===== src/rtl/serial_adder_ctrl.sv =====
// Bit-serial adder: one 1-bit full adder cell is reused for WIDTH cycles,
// LSB first, with the carry kept in a flop between bits.

module fulladder1 (
  output logic sum,
  output logic cout,
  input  logic a,
  input  logic b,
  input  logic cin
);

  assign sum  = a ^ b ^ cin;
  assign cout = (a & b) | (cin & (a ^ b));

endmodule

module serial_adder_ctrl #(
  parameter int WIDTH = 8
) (
  input  logic             clk,
  input  logic             rst_n,
  input  logic             start,
  input  logic [WIDTH-1:0] a_in,
  input  logic [WIDTH-1:0] b_in,
  input  logic             cin_in,
  output logic             busy,
  output logic             done,
  output logic [WIDTH-1:0] sum_out,
  output logic             cout_out
);

  localparam int                CNT_W    = $clog2(WIDTH + 1);
  localparam logic [CNT_W-1:0] LAST_CNT = CNT_W'(WIDTH - 1);

  typedef enum logic [1:0] {
    S_IDLE = 2'd0,
    S_RUN  = 2'd1,
    S_DONE = 2'd2
  } state_t;

  state_t           r_state;
  state_t           w_state_next;

  logic [WIDTH-1:0] r_a_sh;
  logic [WIDTH-1:0] r_b_sh;
  logic [WIDTH-1:0] r_s_sh;
  logic             r_carry;
  logic [CNT_W-1:0] r_cnt;
  logic [WIDTH-1:0] r_sum_out;
  logic             r_cout_out;

  logic             w_fa_sum;
  logic             w_fa_cout;
  logic             w_accept;
  logic             w_step;
  logic             w_last;
  logic             w_busy;
  logic             w_done;
  logic [WIDTH-1:0] w_s_next;

  fulladder1 u_fa (
    .sum  (w_fa_sum),
    .cout (w_fa_cout),
    .a    (r_a_sh[0]),
    .b    (r_b_sh[0]),
    .cin  (r_carry)
  );

  // New sum bit enters at the MSB so that after WIDTH steps the LSB-first
  // results line up in natural order.
  generate
    if (WIDTH == 1) begin : g_w1
      assign w_s_next = w_fa_sum;
    end else begin : g_wn
      assign w_s_next = {w_fa_sum, r_s_sh[WIDTH-1:1]};
    end
  endgenerate

  assign w_last = (r_cnt == LAST_CNT);

  always_comb begin
    // NOTE: every output of this block gets a default first, so no path
    // through the case can leave a signal unassigned and infer a latch.
    w_state_next = r_state;
    w_accept     = 1'b0;
    w_step       = 1'b0;
    w_busy       = 1'b0;
    w_done       = 1'b0;
    case (r_state)
      S_IDLE: begin
        if (start) begin
          w_accept     = 1'b1;
          w_state_next = S_RUN;
        end
      end
      S_RUN: begin
        w_busy = 1'b1;
        w_step = 1'b1;
        if (w_last) begin
          w_state_next = S_DONE;
        end
      end
      S_DONE: begin
        w_busy       = 1'b1;
        w_done       = 1'b1;
        w_state_next = S_IDLE;
      end
      default: begin
        w_state_next = S_IDLE;
      end
    endcase
  end

  always_ff @(posedge clk or negedge rst_n) begin
    // NOTE: non-blocking assignments in clocked blocks so every flop samples
    // the pre-edge value of its neighbours, independent of statement order.
    if (!rst_n) begin
      r_state <= S_IDLE;
    end else begin
      r_state <= w_state_next;
    end
  end

  // Start arriving in RUN or DONE never reaches this block: w_accept is only
  // raised in IDLE, so captured operands cannot be disturbed mid-operation.
  always_ff @(posedge clk or negedge rst_n) begin
    if (!rst_n) begin
      r_a_sh     <= '0;
      r_b_sh     <= '0;
      r_s_sh     <= '0;
      r_carry    <= 1'b0;
      r_cnt      <= '0;
      r_sum_out  <= '0;
      r_cout_out <= 1'b0;
    end else if (w_accept) begin
      r_a_sh  <= a_in;
      r_b_sh  <= b_in;
      r_carry <= cin_in;
      r_cnt   <= '0;
    end else if (w_step) begin
      r_s_sh  <= w_s_next;
      r_carry <= w_fa_cout;
      r_a_sh  <= r_a_sh >> 1;
      r_b_sh  <= r_b_sh >> 1;
      r_cnt   <= r_cnt + CNT_W'(1);
      if (w_last) begin
        r_sum_out  <= w_s_next;
        r_cout_out <= w_fa_cout;
      end
    end
  end

  assign busy     = w_busy;
  assign done     = w_done;
  assign sum_out  = r_sum_out;
  assign cout_out = r_cout_out;

endmodule

===== config.mk =====
export PLATFORM = sky130hd
export DESIGN_NAME = serial_adder_ctrl
export DESIGN_NICKNAME = d
export VERILOG_FILES = /design/src/rtl/serial_adder_ctrl.sv
export SDC_FILE = /design/constraint.sdc
export NUM_CORES = 1
export LEC_CHECK = 0
export ABC_AREA = 1
export CORE_MARGIN = 2
export CORE_UTILIZATION = 50
export CTS_CLUSTER_DIAMETER = 40
export CTS_CLUSTER_SIZE = 16
export DETAILED_ROUTE_END_ITERATION = 8
export PLACE_DENSITY = 0.76
export SLEW_MARGIN = 15
export SYNTH_ARGS = -nofsm -noshare
export SYNTH_HDL_FRONTEND = slang
export SYNTH_HIERARCHICAL = 1
export SYNTH_SLANG_ARGS = --single-unit

===== constraint.sdc =====
create_clock -name clk -period 1.5 [get_ports clk]
set_input_delay 0.375 -clock clk [delete_from_list [all_inputs] [get_ports clk]]
set_output_delay 0.375 -clock clk [all_outputs]
set_load 0.1 [all_outputs]

==> impl_metrics.yaml, run 1 <==
placement:
  io_buffers: 30
  gp_congestion: 0.724
  dp.cells: 270
  hpwl_um: 2200
  post-place-ws_ns: 0.0103
cts:
  htreeDepth: 2
  cts_tree: "built"
  clk_pin_slew_worst_paths_ns: 0.13
  clkLatencyLatePin_ns: 0.35
  cts-root-buf: "clkbuf_4"
  clkSinkCount: 39
  numCtsBuffers: 5
  clock_path_buffers: 2
drt:
  first_pass_iters: 4
  vias: 1413
  routedWlPerCell_um: 11.3
  drt_drc_violations_left: 0
  routed_via_density: 4.98
  routed_wl_um: 3210
  initialDrtViolationCount: 53
  ant_nets: 0
global_route:
  grt_pass1_wl_um: 5890
  globalRouteTotalUtil_pct: 18.9
  grt_max_degree: 40
  grt_overflow: 0
  antenna_found_initial: 0
  grt_pass1_vias: 1380
critical_path:
  start_kind: "flop"
  required_ns: 1.12
  cp_data_arrival_time_ns: 1.24
  endpoint_kind: "output pin"
  crit_path_max_fanout: 3
  crit_type: "reg2out"
yosys:
  yosys_warnings: 6
  synth-seq-cells: 39
  synth_seq_area_share_pct: 54.7
  syn_area_um2: 1780
  synthesis.nets: 223
  avgSynthCellArea_um2: 9.10
  synthCells: 196
  synth.distinct_cells: 16
layout:
  layout.cells.non_filler: 284
  final_core_util_pct: 71.5
  area_growth_pct: 36.0
  nets: 264
  drive_above_1_share_pct: 21.0
  diodes: 0
floorplan:
  fp-row-count: 21
  io_pins: 31
  core_area_um2: 3390
  die_w_um: 63.7
  start_util_pct: 52.6
  die_area_um2: 4060
  die_h_um: 63.7
run:
  cap_violations: 0
power_and_ir_drop:
  power.density_nw_per_um2: 2270
  leakagePower_nw: 1.12
  vdd_drop_max_v: 0.00139
timing:
  slew_headroom_pct: 81.0
  fin_crit_ns: 1.62
  clock.fmax_mhz: 619
  fin_ws_ns: -0.115
  timing.hold.ws_ns: 0.500
  tightest_slew_ns: 0.284
  maxSlewViolCount: 0
  clock_skew_ns: 0.0179
  hold_viol_final: 0
  finalSetupViolCount: 2
  rsz0062_at_grt: "true"
  post-route-period-util_pct: 108
outcome:
  status: "finished, violations left"
  violations: "setup timing"
min_path:
  hp-class: "in2async"
## stage by stage
step	total power, mW	TNS [ns]	cell area, µm²
after global placement	4.59	0	2250
after global routing	5.92	-0.320	2420
after detailed placement	4.68	0	2250
after CTS	5.50	-0.214	2400
final	5.51	-0.205	2420
after floorplan	3.80	0	1790
## layout by cell type, fill, tap and decap left out
| cell | netlist | layout |
|---|---|---|
| nand3_1 | 14 | 14 |
| clkdlybuf4s50_1 | 0 | 18 |
| o21ai_0 | 9 | 9 |
| inv_1 | 14 | 12 |
| inv_4 | 0 | 1 |
| bufinv_16 | 0 | 1 |
| dfrtp_1 | 39 | 39 |
| clkinv_4 | 0 | 1 |
| dlygate4sd3_1 | 0 | 1 |
| a21oi_1 | 25 | 24 |
| buf_2 | 4 | 1 |
| nand2_1 | 48 | 48 |
| clkinv_2 | 0 | 1 |
| a21oi_2 | 0 | 1 |
| nand2_2 | 1 | 1 |
| ha_1 | 6 | 3 |
| buf_4 | 3 | 9 |
| o21ai_2 | 9 | 9 |
| ha_2 | 0 | 1 |
| nor2_1 | 19 | 19 |
| nand4_4 | 1 | 1 |
| clkbuf_4 | 0 | 5 |
| ha_4 | 0 | 2 |
| fa_1 | 1 | 1 |
| inv_2 | 2 | 3 |
| buf_12 | 0 | 13 |
## layer usage
| metal | up-vias | track usage (%) | part of all wire [%] |
|---|---|---|---|
| li1 | 718 | - | - |
| met1 | 663 | 21.7 | 44 |
| met2 | 26 | 32.2 | 50 |
| met3 | 6 | 6.96 | 4.3 |
| met4 | 0 | 6.79 | 1.1 |
| met5 | - | 0 | 0 |
## kinds of logic after synthesis
logic type | share of synthesized area, %
AOI/OAI and AO/OA | 14.0
DFF | 54.7
buffers and inverters | 6.39
adders and majority gates | 5.33
and+or+nand+nor | 19.6
## power breakdown
group / leakage [nW] / internal, mW / switching [mW]
Sequential: 0.495 / 1.51 / 0.316
Clock: 0.0452 / 0.351 / 0.350
Combinational: 0.582 / 1.14 / 1.84
## worst max-delay path, cell delays in order (launching register included)
cell	delay, ns
dfrtp_1	0.37
inv_2	0.07
ha_4	0.28
buf_12	0.16
## registers in the layout (all words and copies together) (netlist names)
signal,cells
cout_out,1
r_a_sh,8
r_b_sh,8
r_carry,1
r_cnt,4
r_s_sh,7
r_state,2
sum_out,8
## final cells by class
cell class | instances | area [µm²]
clock buffer | 5 | 37.5
clock inverter | 3 | 43.8
fill | 251 | 965
inverter | 16 | 62.6
multi-input combinational | 133 | 724
sequential | 39 | 976
tap | 46 | 57.6
timing repair buffer | 42 | 523
## synthesized netlist by cell type
cell,instances,share of area (%)
buf_4,3,1.3
a21oi_1,25,7.0
o21ai_2,9,4.4
nand3_1,14,3.9
dfrtp_1,39,55
o21ai_0,9,2.5
fa_1,1,1.1
nand2_2,1,0.35
inv_1,14,2.9
buf_6,1,0.63
inv_2,2,0.42
nand4_4,1,1.2
buf_2,4,1.1
ha_1,6,4.2
nand2_1,48,10
nor2_1,19,4.0
## final timing paths
check	startpoint	to	slack, ns	cells past startpoint
min reg2reg	r_s_sh[2]	r_s_sh[1]	0.51	2
min in group clk	r_s_sh[2]	r_s_sh[1]	0.51	2
max reg2reg	r_state[1]	r_a_sh[4]	0.15	6
max in group asynchronous	rst_n	r_b_sh[5]	0.80	3
min	rst_n	r_s_sh[4]	0.50	3
max	r_state[0]	busy	-0.12	3
## timing repair
item | in CTS | in global routing
setup endpoints to repair | 2 | 25
cloned | 0 | 0
hold endpoints to repair | 39 | 0
resized for setup | 4 | 4
buffers inserted | 4 | 1
pin swaps | 1 | 1
hold buffers | 1 | 0
Note: power is estimated with default switching activity, not from simulation.
==> inputs of run 2 (changes only) <==
- CORE_UTILIZATION: 50 -> 40
- PLACE_DENSITY: 0.76 -> not set
==> run 2 against run 1 <==
Net effect:
- the flow still finishes with violations (setup timing)
- maximum frequency up 3.9%
- flip-flop and latch count unchanged
- worst setup slack better by 0.060 ns
- highest routed layer unchanged
==> impl_metrics.yaml, run 2 (synthesis gave the netlist of run 1 again) <==
outcome:
  status: "finished, violations left"
  violations: "setup timing"
floorplan:
  fp-row-count: 24
  core_area_um2: 4320
  die_h_um: 70.8
  die_area_um2: 5010
  die_w_um: 70.8
  start_util_pct: 41.2
  io_pins: 31
cts:
  clk_pin_slew_worst_paths_ns: 0.07
  clock_path_buffers: 2
  cts_tree: "built"
  cts-root-buf: "clkbuf_8"
  clkSinkCount: 39
  numCtsBuffers: 5
  clkLatencyLatePin_ns: 0.29
  htreeDepth: 2
critical_path:
  crit_path_max_fanout: 3
  crit_chain: "inv_2 -> ha_4 -> buf_12"
  crit_family: "flip-flops"
  crit_buf_inv: 2
  start_kind: "flop"
  cp_data_arrival_time_ns: 1.18
  endpoint_kind: "output pin"
  required_ns: 1.12
  crit_type: "reg2out"
  crit_slowest_cell: "dfrtp_1"
  slowest_delay_ns: 0.38
drt:
  initialDrtViolationCount: 74
  first_pass_iters: 4
  routed_wl_um: 3150
  routedWlPerCell_um: 11.0
  ant_nets: 0
  drt_drc_violations_left: 0
  routed_via_density: 4.79
  vias: 1380
power_and_ir_drop:
  p_clk_share_pct: 14.9
  power.share.sequential_pct: 32.3
  vdd_drop_max_v: 0.000896
  combPwrFrac_pct: 52.9
  power.density_nw_per_um2: 2290
  switching_power_mw: 2.46
  p_int_mw: 3.15
  leakagePower_nw: 1.13
  switching_share_pct: 43.8
timing:
  maxSlewViolCount: 0
  clock.fmax_mhz: 643
  tightest_slew_ns: 0.287
  finalSetupTns_ns: -0.0937
  rsz0062_at_grt: "true"
  clock_skew_ns: 0.00446
  post-route-period-util_pct: 104
  slew_headroom_pct: 80.8
  fin_ws_ns: -0.0549
  fin_crit_ns: 1.55
  hold_viol_final: 0
  finalSetupViolCount: 2
min_path:
  hp-class: "in2async"
layout:
  nFillCells: 415
  nets: 263
  layout_common_cells: "nand2_1 (48), dfrtp_1 (39), a21oi_1 (25), nor2_1 (19), clkdlybuf4s50_1 (18)"
  multi_input_area_um2: 731
  area_growth_pct: 37.4
  final_cell_area_um2: 2450
  layout.cells.non_filler: 288
  diodes: 0
  final_common_cell: "nand2_1"
  seqCellArea_um2: 976
  drive_above_1_share_pct: 19.9
placement:
  gp_congestion: 0.745
  hpwl_um: 2070
  place_area_um2: 2250
  io_buffers: 30
  dp.cells: 275
global_route:
  grt_overflow: 0
  antenna_found_initial: 0
  globalRouteTotalUtil_pct: 14.1
  grt_max_degree: 40
  grt_pass1_vias: 1274
  grt_pass1_wl_um: 5620
run:
  cap_violations: 0
run 2: changes by cell type in the layout (fill, tap and decap cells not counted), sizes merged:
cell,before,now
dlygate4sd3,1,0
clkbuf,5,6
clkinv,2,0
run 2: power groups by stage:
stage / registers, mW / clock network (mW) / logic, mW
2_1_floorplan: 2.28 / 0 / 1.52
4_1_cts: 1.82 / 0.861 / 2.93
5_1_grt: 1.87 / 0.918 / 3.25
3_3_place_gp: 1.83 / 0 / 2.78
6_report: 1.81 / 0.834 / 2.97
3_5_place_dp: 1.84 / 0 / 2.80
run 2: routing by layer:
| metal | track usage, % | vias up | share of wire (%) |
|---|---|---|---|
| li1 | - | 712 | - |
| met1 | 17.9 | 637 | 47 |
| met2 | 22.6 | 29 | 48 |
| met3 | 5.56 | 2 | 4.5 |
| met4 | 3.77 | 0 | 0.32 |
| met5 | 0 | - | 0 |
run 2: worst register-to-register path, cell delays in order (launching register included):
cell	delay, ns
dfrtp_1	0.39
buf_4	0.13
buf_4	0.14
ha_1	0.24
buf_4	0.19
o21ai_0	0.19
run 2: worst paths after layout:
path                                 start         end  slack [ns]  cells past startpoint
worst max-delay path            r_state[1]        busy       -0.05                      3
worst min-delay path                 rst_n  sum_out[0]        0.03                      2
worst max register to register  r_state[0]   r_s_sh[6]        0.13                      5
worst min register to register   r_s_sh[5]   r_s_sh[4]        0.48                      2
max in group asynchronous            rst_n   r_b_sh[4]        1.26                      2
min in group clk                 r_s_sh[5]   r_s_sh[4]        0.48                      2
run 2: cell type report:
cell class | count | area share (%)
multi-input cells | 133 | 29.8
clock buffers | 6 | 2.96
repair buffers | 41 | 20.9
well taps | 52 | 2.66
flip-flops and latches | 39 | 39.8
clock inverters | 1 | 1.23
inverters | 16 | 2.55
run 2: timing repair:
action | CTS | global route
setup endpoints to repair | 2 | 20
cloned | 0 | 0
gates resized for setup | 5 | 3
pin swaps | 1 | 1
setup buffers | 4 | 2
hold buffers | 0 | 0
run 2: per-stage QoR:
step	power, mW	setup slack, ns	hold slack (ns)	utilization (%)
after global routing	6.04	-0.103	0.0544	56.7
after CTS	5.61	-0.0620	0.0447	55.7
after floorplan	3.80	0.0431	0.0794	-
after detailed placement	4.64	0.0362	0.362	52.1
final	5.62	-0.0549	0.0328	56.7
after global placement	4.61	0.0238	0.364	52.1
